==> config.mk <==
export PLATFORM = sky130hd
export DESIGN_NAME = fire_codec
export DESIGN_NICKNAME = d
export VERILOG_FILES = /design/src/rtl/fire_codec.sv
export SDC_FILE = /design/constraint.sdc
export NUM_CORES = 1
export LEC_CHECK = 0
export ABC_AREA = 1
export ABC_CLOCK_PERIOD_IN_PS = 3000
export BUFFER_PORTS_ARGS = -buffer_cell sky130_fd_sc_hd__buf_4
export CAP_MARGIN = 40
export CORE_ASPECT_RATIO = 0.5
export CORE_UTILIZATION = 60
export DETAILED_ROUTE_END_ITERATION = 8
export PLACE_DENSITY = 0.78
export RECOVER_POWER = 25
export SETUP_SLACK_MARGIN = 0.2
export SYNTH_ARGS = -nofsm -noshare
export SYNTH_HDL_FRONTEND = slang
export SYNTH_SLANG_ARGS = --single-unit
==> constraint.sdc <==
create_clock -name clk_i -period 3 [get_ports clk_i]
set_input_delay 0.3 -clock clk_i [delete_from_list [all_inputs] [get_ports clk_i]]
set_output_delay 0.3 -clock clk_i [all_outputs]
set_load 0.05 [all_outputs]
==> src/rtl/fire_codec.sv <==
// Serial Fire-code codec: systematic encode by G-division LFSR, decode by syndrome
// computation followed by backward error trapping of a single burst of up to B bits.
module fire_codec #(
    parameter int           N      = 64,
    parameter int           K      = 40,
    parameter int           C      = 15,
    parameter int           M      = 9,
    parameter logic [M-1:0] P_POLY = 9'h011
) (
    input  logic                 clk_i,
    input  logic                 rst_ni,
    input  logic                 mode_i,
    input  logic [N-1:0]         data_in_i,
    input  logic                 in_valid_i,
    output logic                 in_ready_o,
    output logic [N-1:0]         data_out_o,
    output logic                 out_valid_o,
    input  logic                 out_ready_i,
    output logic                 err_det_o,
    output logic                 err_corr_o,
    output logic                 err_uncorr_o,
    output logic [$clog2(N)-1:0] err_pos_o
);

    localparam int R  = N - K;
    localparam int B  = (M < (C + 1) / 2) ? M : (C + 1) / 2;
    localparam int CW = $clog2(N + 1);
    localparam int PW = $clog2(N);

    function automatic logic [R:0] gen_poly();
        logic [R:0] p_full;
        p_full        = '0;
        p_full[M:0]   = {1'b1, P_POLY};
        return (p_full << C) ^ p_full;
    endfunction

    localparam logic [R:0] G = gen_poly();

    // IDLE accept | ENC parity division | SYN syndrome | TRAP burst search | DONE hold result
    typedef enum logic [2:0] {S_IDLE, S_ENC, S_SYN, S_TRAP, S_DONE} state_t;

    state_t        state_q;
    logic [N-1:0]  data_q;
    logic [N-1:0]  sh_q;
    logic [R-1:0]  rem_q;
    logic [CW-1:0] cnt_q;
    logic [N-1:0]  out_q;
    logic          det_q, corr_q, uncorr_q;
    logic [PW-1:0] pos_q;

    logic          enc_fb;
    logic [R-1:0]  enc_rem_d;
    logic [R-1:0]  syn_rem_d;
    logic [R-1:0]  trap_rem_d;
    logic          burst_fits;
    logic          trap_match;
    logic [N-1:0]  corr_word;

    always_comb begin
        enc_fb     = sh_q[N-1] ^ rem_q[R-1];
        enc_rem_d  = {rem_q[R-2:0], 1'b0} ^ (enc_fb ? G[R-1:0] : '0);
        syn_rem_d  = {rem_q[R-2:0], sh_q[N-1]} ^ (rem_q[R-1] ? G[R-1:0] : '0);
        // Multiply by x^-1 mod G: an odd remainder first absorbs G, whose x^R term lands on bit R-1.
        trap_rem_d = rem_q[0] ? {1'b1, rem_q[R-1:1] ^ G[R-1:1]} : {1'b0, rem_q[R-1:1]};
        burst_fits = 1'b1;
        for (int j = 0; j < B; j++) begin
            if (rem_q[j] && (int'(cnt_q) + j > N - 1)) burst_fits = 1'b0;
        end
        trap_match = rem_q[0] && (rem_q[R-1:B] == '0) && burst_fits;
        corr_word  = data_q ^ ({{(N-B){1'b0}}, rem_q[B-1:0]} << cnt_q);
    end

    always_ff @(posedge clk_i or negedge rst_ni) begin
        if (!rst_ni) begin
            state_q  <= S_IDLE;
            data_q   <= '0;
            sh_q     <= '0;
            rem_q    <= '0;
            cnt_q    <= '0;
            out_q    <= '0;
            det_q    <= 1'b0;
            corr_q   <= 1'b0;
            uncorr_q <= 1'b0;
            pos_q    <= '0;
        end else begin
            case (state_q)
                S_IDLE: begin
                    if (in_valid_i) begin
                        data_q   <= data_in_i;
                        rem_q    <= '0;
                        cnt_q    <= '0;
                        det_q    <= 1'b0;
                        corr_q   <= 1'b0;
                        uncorr_q <= 1'b0;
                        pos_q    <= '0;
                        if (mode_i) begin
                            sh_q    <= data_in_i;
                            state_q <= S_SYN;
                        end else begin
                            sh_q    <= {data_in_i[K-1:0], {R{1'b0}}};
                            state_q <= S_ENC;
                        end
                    end
                end
                S_ENC: begin
                    rem_q <= enc_rem_d;
                    sh_q  <= sh_q << 1;
                    cnt_q <= cnt_q + CW'(1);
                    if (cnt_q == CW'(K - 1)) begin
                        out_q   <= {data_q[K-1:0], enc_rem_d};
                        state_q <= S_DONE;
                    end
                end
                S_SYN: begin
                    rem_q <= syn_rem_d;
                    sh_q  <= sh_q << 1;
                    cnt_q <= cnt_q + CW'(1);
                    if (cnt_q == CW'(N - 1)) begin
                        cnt_q <= '0;
                        if (syn_rem_d == '0) begin
                            out_q   <= data_q;
                            state_q <= S_DONE;
                        end else begin
                            state_q <= S_TRAP;
                        end
                    end
                end
                S_TRAP: begin
                    if (trap_match) begin
                        out_q   <= corr_word;
                        det_q   <= 1'b1;
                        corr_q  <= 1'b1;
                        pos_q   <= cnt_q[PW-1:0];
                        state_q <= S_DONE;
                    end else if (cnt_q == CW'(N - 1)) begin
                        out_q    <= data_q;
                        det_q    <= 1'b1;
                        uncorr_q <= 1'b1;
                        state_q  <= S_DONE;
                    end else begin
                        rem_q <= trap_rem_d;
                        cnt_q <= cnt_q + CW'(1);
                    end
                end
                S_DONE: begin
                    if (out_ready_i) state_q <= S_IDLE;
                end
                default: state_q <= S_IDLE;
            endcase
        end
    end

    assign in_ready_o   = (state_q == S_IDLE);
    assign out_valid_o  = (state_q == S_DONE);
    assign data_out_o   = out_q;
    assign err_det_o    = det_q;
    assign err_corr_o   = corr_q;
    assign err_uncorr_o = uncorr_q;
    assign err_pos_o    = pos_q;

endmodule

==> impl_results.md <==
- Largest net degree at the start of global routing: about 130
- Worst flop-to-flop path startpoint: cnt_q[4]
- Initial antenna violation count: 0
- # diodes: 0
- R2R depth: 13
- Hpwl dp: ~35000 um
- WL/cell: roughly 22 um
- Vias in the first global route: 13300
- Clk root buf: clkbuf_16
- Fin nets: roughly 2100
- Fin. max-slew vios: 94
- Core region area: about 23000 sq um
- Post-Layout Inst Area: about 16000 sq um
- Required time of the critical path: roughly 3.5 ns
- Final ANT Viol Nets: 0
- Worst-Skew Late Latency: roughly 0.56 ns
- Port-buffer cells: roughly 140
- Final setup vio count: 0
- Area Overhead vs Synth: 16.2%
- # rows: 39
- Synth Flop Type: dfrtp_1
- Tightest Pin Transition: 2.33 ns
- Pre-CTS setup slack: between 0.3 and 0.4 ns
- Comb power frac: 0.553
- First-pass GRT wire length: 78000 um
- Mux share of post-synthesis cell area: 0
- Initial Utilization: 0.613
- Adder-Cell Fraction of Synth Area: 0.00178
- Mapped cell area: between 10000 and 15000 sq um
- Final setup margin: between 0.3 and 0.4 ns
- Simple-gate share of the synthesized area: 0.280
- Total gr overflow: 0
- Net Sw Frac: 0.516
- Clock slew at the register clock pins of the worst setup and hold paths: around 0.060 ns
- Routability cong.: around 1
- Commonest cells in the netlist: 360 x nand2_1, 256 x o21ai_0, 239 x nor2_1
- Hold path startpoint: out_ready_i
- Number of synthesized flops with an enable pin: 0
- Min Tclk post-route: approximately 2.6 ns
- Number of warnings issued by yosys: 0
- Max FO, Critical Path: between 60 and 70
- CTS sink cnt: between 200 and 250
- Worst r2r dst: data_out_o[50]
- P_sw: 10.0 mW
- Syn nets: slightly above 2000
- Peak VDD IR: between 0.9 and 1 mV
- Die W: between 200 and 250 um
- Lkg Pwr: between 7 and 8 nW
- Crit path DAT: between 3 and 4 ns
- CTS tree: yes
- Setup tns final: 0 ns
- Seq/Total Area, Yosys: 0.419
- Crit path launch type: flop
- Max Cap Viol: 1
- Unique masters post-synth: 35
- DRC violations left: 0
- Synth area leaders: dfrtp_1 42%, nand2_1 9.6%, o21ai_0 9.1%
- Drt pass-1 iters: 7
- Main combinational cell family by area after synthesis: simple AND/OR/NAND/NOR gates
- Routed WL: around 52000 um
- Routed vias/inst: roughly 6.4
- Finished Core Util: 0.713
- Postcts setup bufs: 0
- Worst setup EP type: flop
- Fillers: a little under 2000
- Seq pwr share: 0.291
- Max frequency: between 300 and 400 MHz
- Post-Synth XOR/XNOR Area: 0.00687
- CP Class: flop to flop
- Seq cells post-synth: about 240
- Count leader, synth: nand2_1
- H-tree depth: 1
- Fraction of final layout cells with drive strength greater than 1: 0.124
- Failing checks: max-capacitance violations, max-slew violations
- Io pins: between 100 and 150
- Clock power frac: 0.156
- Mapped Cells: just under 2000
- Clk_skew: 0.0117 ns
- Placed Instance Area: 15400 sq um
- DR iter-0 viols: about 2400
- Status: complete, but fails checks
- CTS Buf Count: 23
- Placed cells: approximately 2300
- Synth Area in Compound Gates: 0.204
- Area share of the largest cell type after synthesis: 0.419
- Min-Delay Endpoint: state_q[2]
- Max_slew headroom: -0.552
- Final worst path period share: 0.880
- Mean Syn Cell Area: 7.13 sq um
- Hold depth: 4
- Max clock buf depth: 3
- RSZ-0062 raised after global routing: no
- Number of hold violations in the final report: 0
- Largest area contributor in the netlist: dfrtp_1
- CP max stage delay: between 0.5 and 0.6 ns
- Critical path, cell by cell: nand2_1 -> nor2_1 -> nand2_1 -> nand3_1 -> nor2_1 -> nor2_1 -> nor2_4 -> nand3_1 -> nand2_2 -> nand2_2 -> buf_12 -> nor2_1 -> a21oi_1
- Critical-path top delay cell: dfrtp_1
- Die Span Y: 110 um
- Post-route non-filler standard cell count: around 2400
- Hold Path Class: input pin to flop
- Post-synth ARST share: 1.00
- Internal Power: 9.39 mW
- PwrDens: ~1200 nW/um^2
- Most numerous cell on the critical path: nor2_1
- Vias: 15300
- Reg2Reg Setup Slack: about 0.36 ns
- All-Layer GR Usage: 0.428
- Die Area: about 24000 sq um
[placed cells by master, fill, tap and decap left out, types with 24 or more instances in the layout]
cell / synthesis / layout
nand4_1: 77 / 77
a22oi_1: 43 / 43
nor2_1: 239 / 234
nand2_1: 360 / 357
buf_4: 26 / 181
nand3_1: 209 / 209
dfrtp_1: 235 / 234
inv_1: 118 / 118
o21ai_0: 256 / 256
a21oi_1: 156 / 156
o22ai_1: 56 / 56
clkbuf_16: 0 / 24
[power groups by stage]
stage	registers [mW]	logic (mW)	clock network (mW)
3_5_place_dp	5.62	10.3	0
3_3_place_gp	5.61	10.1	0
5_1_grt	5.75	11.5	3.16
6_report	5.65	10.7	3.03
2_1_floorplan	6.86	5.75	0
4_1_cts	5.58	10.4	3.01
[metal layers]
layer	vias up	global-route usage	share of wire
met4	0	0.106	0.026
met3	112	0.161	0.16
met2	1153	0.583	0.40
li1	6879	-	-
met1	7160	0.632	0.41
met5	-	0	0
[area by class of cell]
class                      count  area (sq um)  area share
timing repair buffer         214          1840       0.113
inverter                     124           465      0.0285
clock buffer                  32           669      0.0410
tap                          307           384      0.0236
sequential                   235          5880       0.361
multi-input combinational   1452          6970       0.427
clock inverter                 9          95.1     0.00583
[cells by family after synthesis]
family / Yosys count
compound gates: 533
xor+xnor: 11
flops: 235
fa+ha+maj: 2
simple gates: 906
buf+inv: 282
[registers in the layout, indices dropped and copies added (netlist names)]
register / flops
data_q: 64
state_q: 3
err_corr_o: 1
err_det_o: 1
sh_q: 64
err_uncorr_o: 1
data_out_o: 64
rem_q: 24
cnt_q: 7
err_pos_o: 6
[critical path, delay by kind of cell, from the launching register on]
kind	cells	cell delay, ns
flops	1	0.51
simple gates	11	1.51
compound gates	1	0.18
buf+inv	1	0.30
[through the flow]
step | hold slack (ns) | total power [mW]
after global placement | 0.375 | 15.7
after floorplan | 0.00441 | 12.6
after CTS | 0.000566 | 19.0
after detailed placement | 0.365 | 16.0
after global routing | 0.0103 | 20.4
final | 0.00398 | 19.4
[timing repair]
item | in CTS | in global routing
endpoints found under the hold margin | 101 | 0
hold buffers | 15 | 0
endpoints found under the setup margin | 0 | 5
gates resized for setup | 0 | 3
[how the worst max path moves through the flow]
| stage | from | end | slack (ns) | cells after the start |
|---|---|---|---|---|
| finish | cnt_q[4] | data_out_o[50] | 0.36 | 13 |
| global route | rst_ni | cnt_q[5] | 0.16 | 2 |
| CTS | cnt_q[1] | state_q[1] | 0.36 | 13 |
| detailed placement | cnt_q[5] | state_q[1] | 0.38 | 14 |
| global placement | state_q[1] | sh_q[54] | 0.35 | 7 |
| floorplan | cnt_q[1] | data_out_o[21] | 0.65 | 14 |
(Power assumes the default switching activity.)
